===== src/rtl/servo_position_driver.sv =====
// Pan servo driver: integrates dir/val/done step requests into a saturating 8-bit
// position, rate-limited to one update per tick, and emits one PWM pulse per frame.
module servo_position_driver #(
    parameter int unsigned PERIOD_CYCLES = 540000,
    parameter int unsigned PULSE_MIN     = 27000,
    parameter int unsigned PULSE_SCALE   = 105,
    parameter int unsigned UPDATE_CYCLES = 270000,
    parameter logic [7:0]  POS_MIN       = 8'd0,
    parameter logic [7:0]  POS_MAX       = 8'd255,
    parameter logic [7:0]  POS_CENTER    = 8'd128
) (
    input  logic       clock,
    input  logic       reset,
    input  logic       dir,
    input  logic [7:0] val,
    input  logic       done,
    input  logic       recenter,
    output logic [7:0] position,
    output logic       pwm,
    output logic       at_min,
    output logic       at_max,
    output logic       frame_start
);

    localparam logic [19:0] UPDATE_LAST = 20'(UPDATE_CYCLES - 1);
    localparam logic [19:0] PERIOD_LAST = 20'(PERIOD_CYCLES - 1);
    localparam logic [19:0] WIDTH_BASE  = 20'(PULSE_MIN);
    localparam logic [19:0] WIDTH_STEP  = 20'(PULSE_SCALE);

    logic [19:0] update_cnt;
    logic [19:0] frame_cnt;
    logic [19:0] width;
    logic [19:0] width_next;
    logic        tick;

    logic        pend_valid;
    logic        pend_dir;
    logic [7:0]  pend_val;

    logic        step_dir;
    logic [7:0]  step_val;
    logic [8:0]  step_sum;
    logic [8:0]  step_floor;
    logic [7:0]  step_result;

    assign tick        = (update_cnt == UPDATE_LAST);
    assign frame_start = (frame_cnt == '0) && !reset;
    assign at_min      = (position == POS_MIN);
    assign at_max      = (position == POS_MAX);
    assign width_next  = WIDTH_BASE + 20'(position) * WIDTH_STEP;

    // A live request in the tick cycle beats the stored one; the 9-bit sums catch wrap.
    // NOTE: every output is assigned first so this block cannot infer a latch.
    always_comb begin
        step_dir    = done ? dir : pend_dir;
        step_val    = done ? val : pend_val;
        step_sum    = {1'b0, position} + {1'b0, step_val};
        step_floor  = {1'b0, POS_MIN} + {1'b0, step_val};
        step_result = position;
        if (!step_dir) begin
            step_result = (step_sum > {1'b0, POS_MAX}) ? POS_MAX : step_sum[7:0];
        end else begin
            step_result = ({1'b0, position} < step_floor) ? POS_MIN : position - step_val;
        end
    end

    // NOTE: state registers use non-blocking assignments so all flops update together.
    always_ff @(posedge clock) begin
        if (reset) begin
            update_cnt <= '0;
        end else begin
            update_cnt <= tick ? '0 : update_cnt + 20'd1;
        end
    end

    always_ff @(posedge clock) begin
        if (reset) begin
            position   <= POS_CENTER;
            pend_valid <= 1'b0;
            pend_dir   <= 1'b0;
            pend_val   <= '0;
        end else if (recenter) begin
            position   <= POS_CENTER;
            pend_valid <= 1'b0;
        end else if (tick) begin
            if (done || pend_valid) begin
                position <= step_result;
            end
            pend_valid <= 1'b0;
        end else if (done) begin
            pend_valid <= 1'b1;
            pend_dir   <= dir;
            pend_val   <= val;
        end
    end

    // Width is sampled once per frame, so mid-frame position moves only affect the next pulse.
    always_ff @(posedge clock) begin
        if (reset) begin
            frame_cnt <= '0;
            width     <= '0;
            pwm       <= 1'b0;
        end else begin
            frame_cnt <= (frame_cnt == PERIOD_LAST) ? '0 : frame_cnt + 20'd1;
            if (frame_start) begin
                width <= width_next;
                pwm   <= (width_next != '0);
            end else begin
                pwm   <= (frame_cnt < width);
            end
        end
    end

endmodule


===== config.mk =====
export PLATFORM = sky130hd
export DESIGN_NAME = servo_position_driver
export DESIGN_NICKNAME = d
export VERILOG_FILES = /design/src/rtl/servo_position_driver.sv
export SDC_FILE = /design/constraint.sdc
export NUM_CORES = 1
export LEC_CHECK = 0
export ABC_AREA = 1
export BUFFER_PORTS_ARGS = -buffer_cell sky130_fd_sc_hd__buf_2
export CAP_MARGIN = 25
export CORE_MARGIN = 3
export CORE_UTILIZATION = 55
export DETAILED_ROUTE_END_ITERATION = 10
export MAX_ROUTING_LAYER = met4
export PLACE_DENSITY_LB_ADDON = 0.2
export SYNTH_ARGS = -nofsm -noshare
export SYNTH_HDL_FRONTEND = slang
export SYNTH_SLANG_ARGS = --single-unit

===== constraint.sdc =====
create_clock -name clock -period 4.3 [get_ports clock]
set_input_delay 0.645 -clock clock [delete_from_list [all_inputs] [get_ports clock]]
set_output_delay 0.645 -clock clock [all_outputs]
set_load 0.1 [all_outputs]

==> impl_metrics.yaml <==
worst_setup_path:
  crit_buf_inv: 1
  worstPathMaxFanout: 13
  cp_common_cell: "nand3_1"
  end_kind: "flip-flop"
  critPathTopFamily: "adder cells"
  worstSetupStartpointType: "flip-flop"
  cp_cell_sequence: "inv_1 -> ha_1 -> xnor2_1 -> xor2_1 -> fa_1 -> ha_1 -> fa_1 -> nand3_1 -> nand3_1 -> nand2_1 -> nand3_1 -> nor2_1 -> nand3_1 -> nor2_1 -> nand4_1 -> nand2_1 -> nor2_1"
  criticalPathCategory: "reg -> reg"
  cp_slowest_stage_delay_ns: 0.69
  cp_data_required_time_ns: 4.56
  slowest_stage: "dfxtp_1"
  worstPathArrival_ns: 4.07
power:
  p_leak_nw: 3.080
  power.density_nw_per_um2: 253.9
  max-vdd-ir-drop_uv: 232.0
cts:
  cts_setup_buffers: 0
  clkTransAtPathRegs_ns: 0.08
  post_cts_resized: 0
  cts.sinks: 75
  cts_max_path_buffers: 2
  root_buffer: "clkbuf_8"
  cts_tree: "built"
  hold_buffers: 0
  h-tree-depth: 3
  clkLatencyLatePin_ns: 0.36
  cts-buffers-inserted: 9
sta:
  slew_headroom_pct: 59.95
  period_share_pct: 88.70
  finClkSkew_ns: 0.01372
  worstMarginPinSlew_ns: 0.5994
  setup_viol: 0
  hold_viol_final: 0
  clock.fmax_mhz: 262.2
  setup_ws_ns: 0.4857
  final.min_clock_period_ns: 3.814
  slew_viol_final: 0
  fin_setup_tns_ns: 0
  rsz0062_at_grt: "no"
flow_run:
  maxCapViolCount: 0
global_routing:
  antenna_found_initial: 0
  grt_max_degree: 28
  overflow: 0
  track_usage_pct: 23.29
  grt_pass1_vias: 4921
  grt_pass1_wl_mm: 21.89
detailed_routing:
  ant_nets: 0
  drc: 0
  top_layer_used: "met4"
  drt_iter0_drc: 239
  drt-total-wl_mm: 12.48
  wl_met2_mm: 6.026
  vias: 5149
  dr_wl_met3_um: 442
  via_per_inst: 5.276
  dr.pass1.iters: 4
  wl_met1_mm: 5.867
  wl_per_cell_um: 12.79
die:
  die_x_um: 109.2
  start_util_pct: 56.70
  core_um2: 10320
  die_area_um2: 11920
  row_count: 37
  fp.dieH_um: 109.2
  io_pins: 25
cells_and_area:
  drive_gt1_share_pct: 10.95
  final_common_cell: "nand2_1"
  most-common-layout-cells: "nand2_1 (145), inv_1 (127), ha_1 (77)"
  syn_to_final_growth_pct: 8.444
  final_net_count: 936
  antenna_cells: 0
synth:
  synth-seq-cells: 75
  synthCells: 813
  ys_seq_area_share_pct: 25.65
  ys.warnings.count: 0
  syn-num-nets: 914
  avgSynthCellArea_um2: 7.199
  ys_types: 43
  synth_area_um2: 5853
hold_path:
  hp-class: "reg -> reg"
placement:
  routabilityCongestion: 0.9409
  dp_hpwl_mm: 10.05
  dpl_worst_slack_ns: 0.4801
  portBuffers: 24
run_status:
  status: "complete, no violations"
cells by family after synthesis:
group	Yosys count	share of synthesized area, %
XOR/XNOR	20	2.993
AO/OA/AOI/OAI	139	13.36
flip-flops	75	25.65
buffers and inverters	151	10.05
adder cells (fa/ha/maj)	88	20.22
AND/OR/NAND/NOR	340	27.73
area by class of cell:
class / instances / area [um2]
flip-flops and latches: 75 / 1501
well taps: 136 / 170.2
fillers: 952 / 3976
multi-input cells: 587 / 3775
clock buffers: 9 / 123.9
clock inverters: 7 / 123.9
repair buffers: 26 / 142.6
inverters: 136 / 510.5
where the power goes:
part	internal [W]	total (W)	switching [W]	leakage [nW]
Combinational	0.0000671	0.000202	0.000135	2.34
Sequential	0.000721	0.000734	0.0000135	0.611
Clock	0.000391	0.000675	0.000283	0.126
Total	0.00118	0.00161	0.000432	3.08
cells in the mapped netlist (all sizes together):
| master | n | share of area [%] |
|---|---|---|
| nand3 | 38 | 3.8 |
| o21bai | 5 | 0.71 |
| buf | 11 | 1.1 |
| clkbuf | 4 | 0.26 |
| a211oi | 1 | 0.13 |
| o31ai | 1 | 0.13 |
| a31oi | 6 | 0.64 |
| a21boi | 2 | 0.26 |
| xor2 | 15 | 2.2 |
| nand2 | 147 | 9.5 |
| nor2 | 84 | 6.0 |
| nor3 | 26 | 3.0 |
| o21a | 2 | 0.26 |
| fa | 11 | 3.8 |
| xnor2 | 5 | 0.75 |
| a21o | 4 | 0.51 |
| nand4 | 20 | 2.1 |
| o211ai | 3 | 0.38 |
| dfxtp | 75 | 26 |
| o41ai | 1 | 0.28 |
| nor3b | 7 | 1.1 |
| or2 | 11 | 1.2 |
| nor4 | 7 | 1.0 |
| inv | 136 | 8.7 |
| o21ai | 48 | 4.2 |
| a21oi | 66 | 5.9 |
| ha | 77 | 16 |
per-stage QoR:
step	utilization [%]	instance area [um2]	power, W	cells	hold WS, ns
2_1_floorplan	-	5853	0.0009001	813	0.4295
3_3_place_gp	58.94	6085	0.0009425	959	0.4457
3_5_place_dp	59.08	6100	0.0009517	960	0.4538
4_1_cts	61.48	6347	0.001625	976	0.4664
5_1_grt	61.48	6347	0.001684	976	0.4884
6_report	61.48	6347	0.001611	976	0.4655
per-layer routing:
metal	up-vias	global-route usage, %
li1	2709	-
met1	2353	29.54
met2	76	38.86
met3	11	3.316
met4	0	6.312
met5	-	-
worst min-delay path, delay by kind of cell, from the launching register on:
| family | cells | cell delay (ns) |
|---|---|---|
| buffers and inverters | 1 | 0.06 |
| flip-flops | 1 | 0.30 |
| AO/OA/AOI/OAI | 1 | 0.06 |
final timing paths:
kind,from,end,slack [ns],depth (start not counted)
worst max-delay path,position[1]$_SDFFE_PP0P_,pwm$_SDFF_PP0_,0.49,17
worst min-delay path,width[4]$_SDFFE_PP0P_,width[4]$_SDFFE_PP0P_,0.47,2
worst min register to register,width[4]$_SDFFE_PP0P_,width[4]$_SDFFE_PP0P_,0.47,2
worst max register to register,position[1]$_SDFFE_PP0P_,pwm$_SDFF_PP0_,0.49,17
sequential cells by signal, indices dropped and copies added, names as in the netlist:
signal and count:
pend_valid 1, update_cnt 20, pend_val 8, pend_dir 1
width 16, frame_cnt 20, position 8, pwm 1
(Power assumes the default switching activity.)
